`src/rtl/shl_arbiter.sv`:
```
// Two-requester round-robin arbiter in front of a shared left shifter.
// One-entry registered result slot with valid/ready backpressure.
module shl_arbiter #(
  parameter int DATAWIDTH = 8
) (
  input  logic                 clk,
  input  logic                 rst_n,
  input  logic                 req0_valid,
  input  logic [DATAWIDTH-1:0] req0_a,
  input  logic [DATAWIDTH-1:0] req0_sh,
  output logic                 req0_ready,
  input  logic                 req1_valid,
  input  logic [DATAWIDTH-1:0] req1_a,
  input  logic [DATAWIDTH-1:0] req1_sh,
  output logic                 req1_ready,
  output logic                 res_valid,
  output logic [DATAWIDTH-1:0] res_d,
  output logic                 res_id,
  input  logic                 res_ready
);

  typedef enum logic {
    EMPTY = 1'b0,
    FULL  = 1'b1
  } slot_t;

  slot_t state;
  slot_t state_nxt;

  logic                 last_grant;
  logic                 gnt_vld;
  logic                 gnt_id;
  logic                 slot_free;
  logic                 accept;
  logic [DATAWIDTH-1:0] sel_a;
  logic [DATAWIDTH-1:0] sel_sh;
  logic [DATAWIDTH-1:0] shl_d;

  assign slot_free = (state == EMPTY) || res_ready;

  // Grant is held off during reset so ready drops asynchronously.
  always_comb begin
    gnt_vld = 1'b0;
    gnt_id  = 1'b0;
    if (rst_n) begin
      unique case (1'b1)
        (req0_valid && req1_valid): begin
          gnt_vld = 1'b1;
          gnt_id  = ~last_grant;
        end
        (req0_valid && !req1_valid): begin
          gnt_vld = 1'b1;
          gnt_id  = 1'b0;
        end
        (!req0_valid && req1_valid): begin
          gnt_vld = 1'b1;
          gnt_id  = 1'b1;
        end
        default: begin
          gnt_vld = 1'b0;
          gnt_id  = 1'b0;
        end
      endcase
    end
  end

  assign accept     = gnt_vld && slot_free;
  assign req0_ready = accept && !gnt_id;
  assign req1_ready = accept && gnt_id;

  assign sel_a  = gnt_id ? req1_a  : req0_a;
  assign sel_sh = gnt_id ? req1_sh : req0_sh;

  always_comb begin
    shl_d = '0;
    if (int'(sel_sh) < DATAWIDTH) begin
      shl_d = sel_a << sel_sh;
    end
  end

  always_ff @(posedge clk or negedge rst_n) begin
    if (!rst_n) begin
      state <= EMPTY;
    end else begin
      state <= state_nxt;
    end
  end

  always_comb begin
    state_nxt = state;
    unique case (1'b1)
      accept:                 state_nxt = FULL;
      (!accept && res_ready): state_nxt = EMPTY;
      default:                state_nxt = state;
    endcase
  end

  always_comb begin
    res_valid = (state == FULL);
  end

  always_ff @(posedge clk or negedge rst_n) begin
    if (!rst_n) begin
      res_d      <= '0;
      res_id     <= 1'b0;
      last_grant <= 1'b1;
    end else if (accept) begin
      res_d      <= shl_d;
      res_id     <= gnt_id;
      last_grant <= gnt_id;
    end
  end

endmodule

```
`config.mk`:
```
export PLATFORM = sky130hd
export DESIGN_NAME = shl_arbiter
export DESIGN_NICKNAME = d
export VERILOG_FILES = /design/src/rtl/shl_arbiter.sv
export SDC_FILE = /design/constraint.sdc
export NUM_CORES = 1
export LEC_CHECK = 0
export CORE_UTILIZATION = 40
export DETAILED_ROUTE_END_ITERATION = 8
export GPL_ROUTABILITY_DRIVEN = 0
export PLACE_DENSITY = 0.81
export SYNTH_ARGS = -nofsm -noshare
export SYNTH_HDL_FRONTEND = slang
export SYNTH_SLANG_ARGS = --single-unit
export TNS_END_PERCENT = 100
```
`constraint.sdc`:
```
create_clock -name clk -period 2.25 [get_ports clk]
set_input_delay 0.5625 -clock clk [delete_from_list [all_inputs] [get_ports clk]]
set_output_delay 0.5625 -clock clk [all_outputs]
set_load 0.005 [all_outputs]
```
==> reports/results.txt, run 1 <==
syn avg cell area = 9.48 um2
vias per cell = 5.56
Skew-Pair Late Insertion Delay = 0.28 ns
Slew Limit Fails = 0
number of synthesized register bits = 11
dominant synthesized flop cell = dfrtp_1
Root Buffer = clkbuf_4
worst slew pin tran = 0.371 ns
critical-path maximum fanout = 8
Largest stage delay, worst path = 0.55 ns
first-pass GRT wire length = 4750 um
# DRC = 0
Mapped Area = 976 um2
number of global-route vias before repair = 1093
Cells after Synth = 103
asr flop ratio synth = 100%
CTS max path bufs = 2
placed cell count = 189
crit share post-route = 97.3%
max_cap viols = 0
clk_skew = 0.00799 ns
Leak = 0.696 nW
number of DRC markers in iteration 0 = 24
yosys warns = 0
pre-CTS setup slack = -0.433 ns
setup ws final = 0.0600 ns
Clock Sinks = 11
Setup Viol. Count Final = 0
Power Density = 364 nW/um2
post-synthesis sequential area ratio = 28.3%
critical path arrival = 2.39 ns
Netlist cell types = 38
Antenna diodes = 0
Core ar. = 2250 um2
Worst Setup End Kind = flop
total via count after detailed routing = 1079
Die Width = 51.4 um
commonest non-fill, non-tap cell in the layout = clkdlybuf4s50_1
post-synthesis net count = 140
CTS tree = yes
DR WL/cell = 15.7 um
Max VDD drop = 428 uV
largest net degree at the start of global routing = 16
Pre-Repair DR Iteration Count = 4
min-delay worst type = primary input to async pin
Routed Antenna Nets = 0
initial antenna violation count = 0
Area Growth Syn to Fin = 68.8%
Remaining Overflow, GRT = 0
setup_tns = 0 ns
row cnt = 17
slowest CP cell = or4_4
cts bufs inserted = 3
most frequent cells in the layout = clkdlybuf4s50_1, mux2i_1, buf_4, dfrtp_1, nand2_1
Setup CP Type = primary input to flop
layout cells sized above 1 = 25.9%
design area = 1650 um2
# nets final = 204
worst slew margin relative to its limit = 75.0%
Tmin final = 2.19 ns
Initial Utilization = 43.3%
FILL cells = 178
GRT Total Usage = 24.7%
final WL = 3050 um
die area = 2640 um2
Detailed Place HPWL = 2440 um
H-tree levels = 1
critical path cell sequence = clkdlybuf4s50_1 > or4_4 > a21oi_4 > nor2_2 > or3b_4 > o221ai_2
Finished Layout Cells = 194
crit start category = primary input
Clk pin slew, worst setup/hold paths = 0.07 ns
fmax = 457 MHz
Post-synth EDFFs = 0
status = finished, final reports clean
WHS = 0.394 ns
Top Ports = 49
CTS Hold Bufs = 0
Die Y = 51.4 um
Hold Vio Cnt, Final = 0
Port Buffers = 48
Post-DP Area = 1590 um2
WP data required = 2.45 ns
[power by group]
| part | internal, mW | switching (mW) | total [mW] |
|---|---|---|---|
| combinational | 0.142 | 0.100 | 0.242 |
| sequential | 0.210 | 0.00907 | 0.219 |
| clock | 0.0689 | 0.0696 | 0.138 |
| total | 0.421 | 0.179 | 0.599 |
[through the flow]
step           util, %  power (mW)
2_1_floorplan        -       0.319
3_3_place_gp      70.6       0.449
3_5_place_dp      70.6       0.457
4_1_cts           72.6       0.598
5_1_grt           73.1       0.629
6_report          73.1       0.599
[layer usage]
layer / GRT usage (%) / share of wire (%) / wire, um
met3: 7.14 / 6.4 / 195
met5: 0 / 0 / 0
met2: 43.3 / 53 / 1600
met1: 29.0 / 40 / 1220
met4: 6.31 / 1.2 / 36
[cell families after synthesis]
kind of cell           synth area share, %
AND/OR/NAND/NOR                       20.4
AO/OA/AOI/OAI                         24.1
multiplexers                          23.5
flip-flops                            28.3
buffers and inverters                 3.72
[layout make-up]
type | instances | area (um2) | area share [%]
clock buffer | 4 | 26.3 | 1.59
inverter | 1 | 3.75 | 0.228
multi-input combinational | 85 | 692 | 42.0
sequential | 11 | 277 | 16.8
tap | 28 | 35.0 | 2.13
timing repair buffer | 65 | 614 | 37.3
[what timing repair did]
action / in CTS / in global routing
endpoints found under the setup margin: 10 / 5
buffers inserted: 1 / 0
pin swaps: 0 / 1
resized for setup: 10 / 5
[worst paths after layout]
kind                       slack (ns)        end  cells after the start        from
max                              0.06   res_d[4]                      6  req0_sh[4]
min                              0.39  res_valid                      2       rst_n
max reg2reg                      0.17   res_d[6]                      8  last_grant
min reg2reg                      0.50   res_d[0]                      2    res_d[0]
max in group asynchronous        1.60   res_d[5]                      3       rst_n
min in group clk                 0.50   res_d[0]                      2    res_d[0]
[worst max-delay path: cells and delay by family]
| family | cells | cell delay, ns |
|---|---|---|
| simple gates | 3 | 1.08 |
| buf+inv | 1 | 0.40 |
| compound gates | 2 | 0.35 |
[state kept, by name (all words and copies together) (netlist names)]
| name | cells |
|---|---|
| res_valid | 1 |
| res_id | 1 |
| res_d | 8 |
| last_grant | 1 |
[Yosys cell counts, drive strengths merged, types with 3 or more instances]
cell / instances / area [um2]
buf: 3 / 21.3
a21oi: 5 / 40.0
dfrtp: 10 / 250
nand2: 9 / 33.8
nor2: 3 / 13.8
nor2b: 3 / 18.8
clkbuf: 3 / 11.3
o221ai: 4 / 60.1
nand3: 4 / 20.0
mux2i: 15 / 150
mux2: 7 / 78.8
o21ai: 11 / 55.1
Note: power is estimated with default switching activity, not from simulation.
==> run 2, diff against run 1 <==
--- a/config.mk
+++ b/config.mk
@@ -5,10 +5,13 @@
 export SDC_FILE = /design/constraint.sdc
 export NUM_CORES = 1
 export LEC_CHECK = 0
-export CORE_UTILIZATION = 40
+export CELL_PAD_IN_SITES_DETAIL_PLACEMENT = 1
+export CELL_PAD_IN_SITES_GLOBAL_PLACEMENT = 2
+export CORE_UTILIZATION = 22
 export DETAILED_ROUTE_END_ITERATION = 8
 export GPL_ROUTABILITY_DRIVEN = 0
-export PLACE_DENSITY = 0.81
+export HOLD_SLACK_MARGIN = 0.1
+export PLACE_DENSITY = 0.8
 export SYNTH_ARGS = -nofsm -noshare
 export SYNTH_HDL_FRONTEND = slang
 export SYNTH_SLANG_ARGS = --single-unit
==> reports/results.txt, run 2 (synthesis gave the netlist of run 1 again) <==
RR Startpoint = last_grant
Leak = 0.720 nW (+3.4%)
critical-path maximum fanout = 8 (unchanged)
Die Width = 68.6 um (+33%)
cts bufs inserted = 3 (unchanged)
crit-path leading delay family = simple AND/OR/NAND/NOR gates
met2 routed wirelength = 1720 um (+7.2%)
placed cell count = 215 (+14%)
critical path cell sequence = clkdlybuf4s50_1 > or4_4 > a21oi_4 > nor2_2 > or3b_4 > o221ai_2
worst slew pin tran = 0.422 ns (+0.0511 ns)
reg2reg setup slack = 0.29 ns (+0.12 ns)
Setup Viol. Count Final = 0 (unchanged)
Largest stage delay, worst path = 0.57 ns (+0.02 ns)
# DRC = 0 (unchanged)
met3 WL post-DR = 178 um (-8.7%)
largest net degree at the start of global routing = 12 (-4)
max_cap viols = 0 (unchanged)
initial antenna violation count = 0 (unchanged)
Tmin final = 2.22 ns (+0.0277 ns)
total via count after detailed routing = 1071 (-0.74%)
CTS max path bufs = 2 (unchanged)
Core Util, Final = 42.2% (-31 points)
critical path capture point = res_d[4]
Root Buffer = clkbuf_8
largest register by flop count = res_d
number of DRC markers in iteration 0 = 16 (-33%)
Hold Vio Cnt, Final = 0 (unchanged)
crit path buf inv count = 1 (unchanged)
first-pass GRT wire length = 5160 um (+8.6%)
number of global-route vias before repair = 1144 (+4.7%)
Initial Utilization = 23.7% (-20 points)
Remaining Overflow, GRT = 0 (unchanged)
die area = 4710 um2 (+78%)
slowest CP cell = or4_4
status = finished, final reports clean
Detailed Place HPWL = 2730 um (+12%)
final WL = 3370 um (+10%)
WP data required = 2.41 ns (-0.04 ns)
Slew Limit Fails = 0 (unchanged)
setup ws final = 0.0324 ns (-0.0277 ns)
Pre-Repair DR Iteration Count = 4 (unchanged)
Top Ports = 49 (unchanged)
Worst Setup End Kind = flop
vias per cell = 4.85 (-13%)
Max VDD drop = 161 uV (-62%)
reg2reg end = res_d[5]
setup_tns = 0 ns (unchanged)
Skew-Pair Late Insertion Delay = 0.24 ns (-0.04 ns)
GRT Total Usage = 15.0% (-9.7 points)
DR WL/cell = 15.2 um (-3.2%)
critical path arrival = 2.38 ns (about the same)
row cnt = 23 (+6)
WP depth = 6 (unchanged)
CTS Hold Bufs = 0 (unchanged)
commonest non-fill, non-tap cell in the layout = clkdlybuf4s50_1
Routed Antenna Nets = 0 (unchanged)
# nets final = 209 (+2.5%)
Setup CP Type = primary input to flop
crit start category = primary input
Port Buffers = 48 (unchanged)
RSZ-0062 raised after global routing = false
Antenna diodes = 0 (unchanged)
Die Y = 68.6 um (+33%)
crit share post-route = 98.6% (+1.2 points)
H-tree levels = 1 (unchanged)
R2R cell count = 7 (-1)
Core ar. = 4120 um2 (+83%)
most frequent cells in the layout = clkdlybuf4s50_1, buf_4, mux2i_1, dfrtp_1, nand2_1
Power Density = 389 nW/um2 (+7.1%)
Clock Sinks = 11 (unchanged)
min-delay worst type = primary input to async pin
Clk pin slew, worst setup/hold paths = 0.05 ns (-0.02 ns)
CTS tree = yes
met1 WL = 1450 um (+19%)
max reg flops = 8 (unchanged)
Area Growth Syn to Fin = 77.8%
PnR Total Power = 0.676 mW (+13%)
Finished Layout Cells = 221 (+14%)
layout cells sized above 1 = 30.4% (+4.5 points)
clk_skew = 0.00509 ns (-0.00290 ns)
fmax = 451 MHz (-1.2%)
pre-CTS setup slack = -0.419 ns (+0.0141 ns)
crit path from = req0_sh[4]
worst slew margin relative to its limit = 71.6% (-3.4 points)
top layer in use = met4
## run 2: worst min-delay path by stage
stage	slack, ns	cells after the start	end	startpoint
6_report	0.44	2	res_id	rst_n
5_1_grt	0.44	2	res_id	rst_n
4_1_cts	0.42	2	res_valid	rst_n
3_5_place_dp	0.48	1	res_id	res_id
3_3_place_gp	0.46	1	res_id	res_id
2_1_floorplan	0.27	0	res_d[0]	rst_n
## run 2: area by class of cell
type / instances / area, um2
Clock buffer: 4 / 45.0
Tap cell: 50 / 62.6
Timing Repair Buffer: 70 / 636
Inverter: 1 / 3.75
Fill cell: 485 / 2380
Multi-Input combinational cell: 85 / 712
Sequential cell: 11 / 277
## run 2: timing repair
action	CTS	global route
pin swaps	3	0
resized for setup	15	3
cloned	0	0
setup endpoints to repair	10	1
setup buffers	2	0
## run 2: through the flow
| step | area, um2 | hold WS, ns |
|---|---|---|
| 2_1_floorplan | 976 | 0.267 |
| 3_3_place_gp | 1640 | 0.463 |
| 3_5_place_dp | 1640 | 0.483 |
| 4_1_cts | 1730 | 0.422 |
| 5_1_grt | 1740 | 0.437 |
| 6_report | 1740 | 0.436 |
## run 2: worst register-to-register path, cell delays in order (launching register included)
cell      delay [ns]
dfstp_2         0.57
a21boi_4        0.06
buf_4           0.14
and2_4          0.16
buf_4           0.18
a21oi_4         0.20
or3b_1          0.41
o221ai_2        0.16
## run 2: report_power, final
| part | switching [mW] | internal [mW] |
|---|---|---|
| logic | 0.104 | 0.149 |
| registers | 0.00893 | 0.210 |
| clock network | 0.0789 | 0.125 |
## run 2: routing by layer
layer	vias to the layer above	track usage, %
met1	513	17.8
met3	2	3.78
met4	0	2.60
met2	31	27.2
met5	-	0
li1	525	-
==> run 3, diff against run 2 <==
--- a/config.mk
+++ b/config.mk
@@ -11,7 +11,7 @@
 export DETAILED_ROUTE_END_ITERATION = 8
 export GPL_ROUTABILITY_DRIVEN = 0
 export HOLD_SLACK_MARGIN = 0.1
-export PLACE_DENSITY = 0.8
+export PLACE_DENSITY = 0.87
 export SYNTH_ARGS = -nofsm -noshare
 export SYNTH_HDL_FRONTEND = slang
 export SYNTH_SLANG_ARGS = --single-unit
==> reports/results.txt, run 3 (synthesis gave the netlist of run 1 again) <==
Clk pwr share = 30.2% (about the same)
Slew Limit Fails = 0 (unchanged)
CTS Hold Bufs = 0 (unchanged)
number of DRC markers in iteration 0 = 62 (+46)
final WL = 3240 um (-3.8%)
largest register by flop count = res_d
initial antenna violation count = 0 (unchanged)
fmax = 456 MHz (+1.2%)
Hold Vio Cnt, Final = 0 (unchanged)
setup ws final = 0.0586 ns (+0.0262 ns)
Max VDD drop = 199 uV (+24%)
design area = 1750 um2 (+0.58%)
# nets final = 209 (unchanged)
CTS tree = yes
most frequent cells in the layout = clkdlybuf4s50_1, buf_4, mux2i_1, dfrtp_1, nand2_1
crit start category = primary input
Skew-Pair Late Insertion Delay = 0.24 ns (about the same)
crit share post-route = 97.4% (-1.2 points)
critical path arrival = 1.63 ns (-0.75 ns)
first-pass GRT wire length = 5130 um (-0.68%)
Die Y = 68.6 um (unchanged)
DR WL/cell = 14.7 um (-3.8%)
internal power = 0.482 mW (-0.38%)
RR Startpoint = last_grant
pre-CTS setup slack = -0.442 ns (-0.0233 ns)
max_cap viols = 0 (unchanged)
number of global-route vias before repair = 1123 (-1.8%)
WP data required = 1.69 ns (-0.72 ns)
critical-path maximum fanout = 4 (-4)
reg2reg end = res_d[5]
Pre-Repair DR Iteration Count = 4 (unchanged)
CTS max path bufs = 2 (unchanged)
Setup CP Type = primary input to output pin
Top Ports = 49 (unchanged)
Root Buffer = clkbuf_8
layout cells sized above 1 = 28.7% (-1.8 points)
worst slew pin tran = 0.351 ns (-0.0710 ns)
Leak = 0.750 nW (+4.2%)
GRT Total Usage = 14.6% (-0.35 points)
Worst Setup End Kind = output pin
Post-DP Area = 1630 um2 (-0.46%)
Clock Sinks = 11 (unchanged)
cts bufs inserted = 3 (unchanged)
# DRC = 0 (unchanged)
die area = 4710 um2 (unchanged)
status = finished, final reports clean
Net Sw Frac = 28.2% (-0.17 points)
vias per cell = 4.88 (+0.75%)
total via count after detailed routing = 1079 (+0.75%)
FILL cells = 474 (-2.3%)
Reg power frac = 32.6% (+0.2 points)
clk_skew = 0.00694 ns (+0.00185 ns)
Tmin final = 2.19 ns (-0.0262 ns)
H-tree levels = 1 (unchanged)
Gate power share = 37.2% (-0.3 points)
Antenna diodes = 0 (unchanged)
Port Buffers = 48 (unchanged)
worst slew margin relative to its limit = 76.4% (+4.8 points)
Power Density = 385 nW/um2 (-1.2%)
R2R cell count = 7 (unchanged)
Remaining Overflow, GRT = 0 (unchanged)
Routed Antenna Nets = 0 (unchanged)
Area Growth Syn to Fin = 78.8%
largest net degree at the start of global routing = 12 (unchanged)
NetSw = 0.189 mW (-1.2%)
setup_tns = 0 ns (unchanged)
Die Width = 68.6 um (unchanged)
Setup Viol. Count Final = 0 (unchanged)
min-delay worst type = primary input to async pin
max reg flops = 8 (unchanged)
row cnt = 23 (unchanged)
Core ar. = 4120 um2 (unchanged)
WHS = 0.416 ns (-0.0202 ns)
reg2reg setup slack = 0.30 ns (about the same)
Initial Utilization = 23.7% (unchanged)
Clk pin slew, worst setup/hold paths = 0.05 ns (about the same)
commonest non-fill, non-tap cell in the layout = clkdlybuf4s50_1
Detailed Place HPWL = 2690 um (-1.3%)
-- run 3: metrics by stage --
stage	cells	total power, mW	utilization (%)
after floorplan	103	0.319	-
after global placement	214	0.453	39.6
after detailed placement	214	0.462	39.6
after CTS	219	0.678	41.7
after global routing	221	0.709	42.4
final	221	0.672	42.4
-- run 3: worst max path at each step --
stage | to | start
2_1_floorplan | res_d[4] | req0_sh[4]
3_3_place_gp | req0_ready | req0_valid
3_5_place_dp | req0_ready | req0_valid
4_1_cts | req1_ready | res_ready
5_1_grt | res_d[4] | req0_sh[6]
6_report | req1_ready | res_ready
-- run 3: what timing repair did --
| item | in CTS | in global routing |
|---|---|---|
| resized for setup | 15 | 4 |
| pin swaps | 3 | 4 |
| endpoints found under the setup margin | 10 | 3 |
| setup buffers | 1 | 2 |
-- run 3: cell type report --
cell class,instances,area [um2],share of cell area [%]
Timing Repair Buffer,70,648,37.1
Multi-Input combinational cell,85,709,40.6
Inverter,1,3.75,0.215
Sequential cell,11,277,15.8
Clock buffer,4,45.0,2.58
Tap cell,50,62.6,3.58
-- run 3: worst max-delay path, cell delays in order --
cell and delay [ns]:
clkdlybuf4s50_1 0.39, nand2b_2 0.23, and3_4 0.19, dlygate4sd2_1 0.26
-- run 3: layer usage --
layer / vias to the layer above / global-route usage, % / part of all wire, % / routed length [um]
met5: - / 0 / 0 / 0
met4: 0 / 2.34 / 0.59 / 19
met3: 4 / 3.62 / 5.3 / 171
met2: 39 / 26.8 / 53 / 1710
met1: 510 / 17.2 / 41 / 1340
li1: 526 / - / - / -
-- run 3: power by group through the flow --
stage	logic [mW]	clock network, mW	registers (mW)
floorplan	0.0985	0	0.221
global placement	0.233	0	0.221
finish	0.250	0.203	0.219
global route	0.270	0.220	0.219
detailed placement	0.240	0	0.222
CTS	0.250	0.209	0.219
==> variant (settings of run 2) <==
`DATAWIDTH`: 8 -> 10.
--- a/src/rtl/shl_arbiter.sv
+++ b/src/rtl/shl_arbiter.sv
@@ -2,5 +2,5 @@
 // One-entry registered result slot with valid/ready backpressure.
 module shl_arbiter #(
-  parameter int DATAWIDTH = 8
+  parameter int DATAWIDTH = 10
 ) (
   input  logic                 clk,
Ports: changed (5 resized); port bits go from 49 to 59. The function was not compared with the original's and may differ.
==> variant against run 2 <==
- global-route usage rose by 2.3 points
- cell area rose by 42%
- sequential cell count rose by 2
- hold slack improved by 0.048 ns
- wire length rose by 53%
- non-clock buffer count rose by 31
- clock skew fell by 0.0024 ns
- worst setup slack improved by 0.042 ns
- area after synthesis rose by 31%
- total power rose by 18%
- via count rose by 46%
- largest cell class unchanged
- largest power group unchanged
==> variant: results (changes against run 2) <==
stage,metric,value,unit,change
routing,wire length per cell,16.4,um,+7.6%
synth,syn nets,189,,+35%
grt,routing usage on met1,21.3,%,+3.6 points
outcome,status,completed,,
critical_path,RR Endpoint,res_d[8]$_DFFE_PN0P_,,
clock_tree,CTS resizes,45,,+30
synth,Compound-Gate Fraction of Synth Area,24.4,%,+0.26 points
synth,synth unique cells,45,,+18%
hold_path,Worst Hold Class,reg -> reg,,
routing,WL met1,2290,um,+58%
grt,GR Util met2,32.7,%,+5.5 points
critical_path,WS Path Type,in -> out,,
synth,post-synthesis register bit count,13,,+2
timing,Max Clock Skew,0.00273,ns,-0.00236 ns
clock_tree,Post CTS Setup Buffer Count,1,,-1
synth,synth top area cells,"dfrtp_1, mux2i_1, mux2_2",,
timing,max-slew headroom at the worst pin,74.5,%,+2.9 points
critical_path,CP Max Fanout,3,,-5
pwr,Leakage,1.04,nW,+45%
finish,Fill cells,659,,+36%
critical_path,CP Data Arrival Time,1.61,ns,-0.77 ns
pwr,part of the power in combinational logic,42.9,%,+5.4 points
timing,Final min period,2.18,ns,-0.0415 ns
critical_path,Worst Setup SP,res_ready,,
pwr,Max IR drop VDD,0.153,mV,-5.2%
critical_path,Critical Path Sink,req0_ready,,
[variant: cell type report]
cell class	count	area share, %
flip-flops and latches	13	13.3
clock buffers	4	1.83
well taps	72	3.67
multi-input cells	124	44.9
repair buffers	101	36.4
[variant: worst reg2reg max path, delay by kind of cell (launching register included)]
family / cells / cell delay, ns
AND/OR/NAND/NOR: 2 / 0.25
AO/OA/AOI/OAI: 2 / 0.28
flip-flops: 1 / 0.55
buffers and inverters: 1 / 0.22
multiplexers: 2 / 0.58
[variant: through the flow]
| stage | setup TNS (ns) | std cells | power (W) |
|---|---|---|---|
| after floorplan | 0 | 144 | 0.000373 |
| after global routing | -0.0237 | 314 | 0.000843 |
| after global placement | -4.38 | 306 | 0.000559 |
| final | 0 | 314 | 0.000801 |
| after CTS | 0 | 311 | 0.000797 |
| after detailed placement | -5.15 | 306 | 0.000563 |
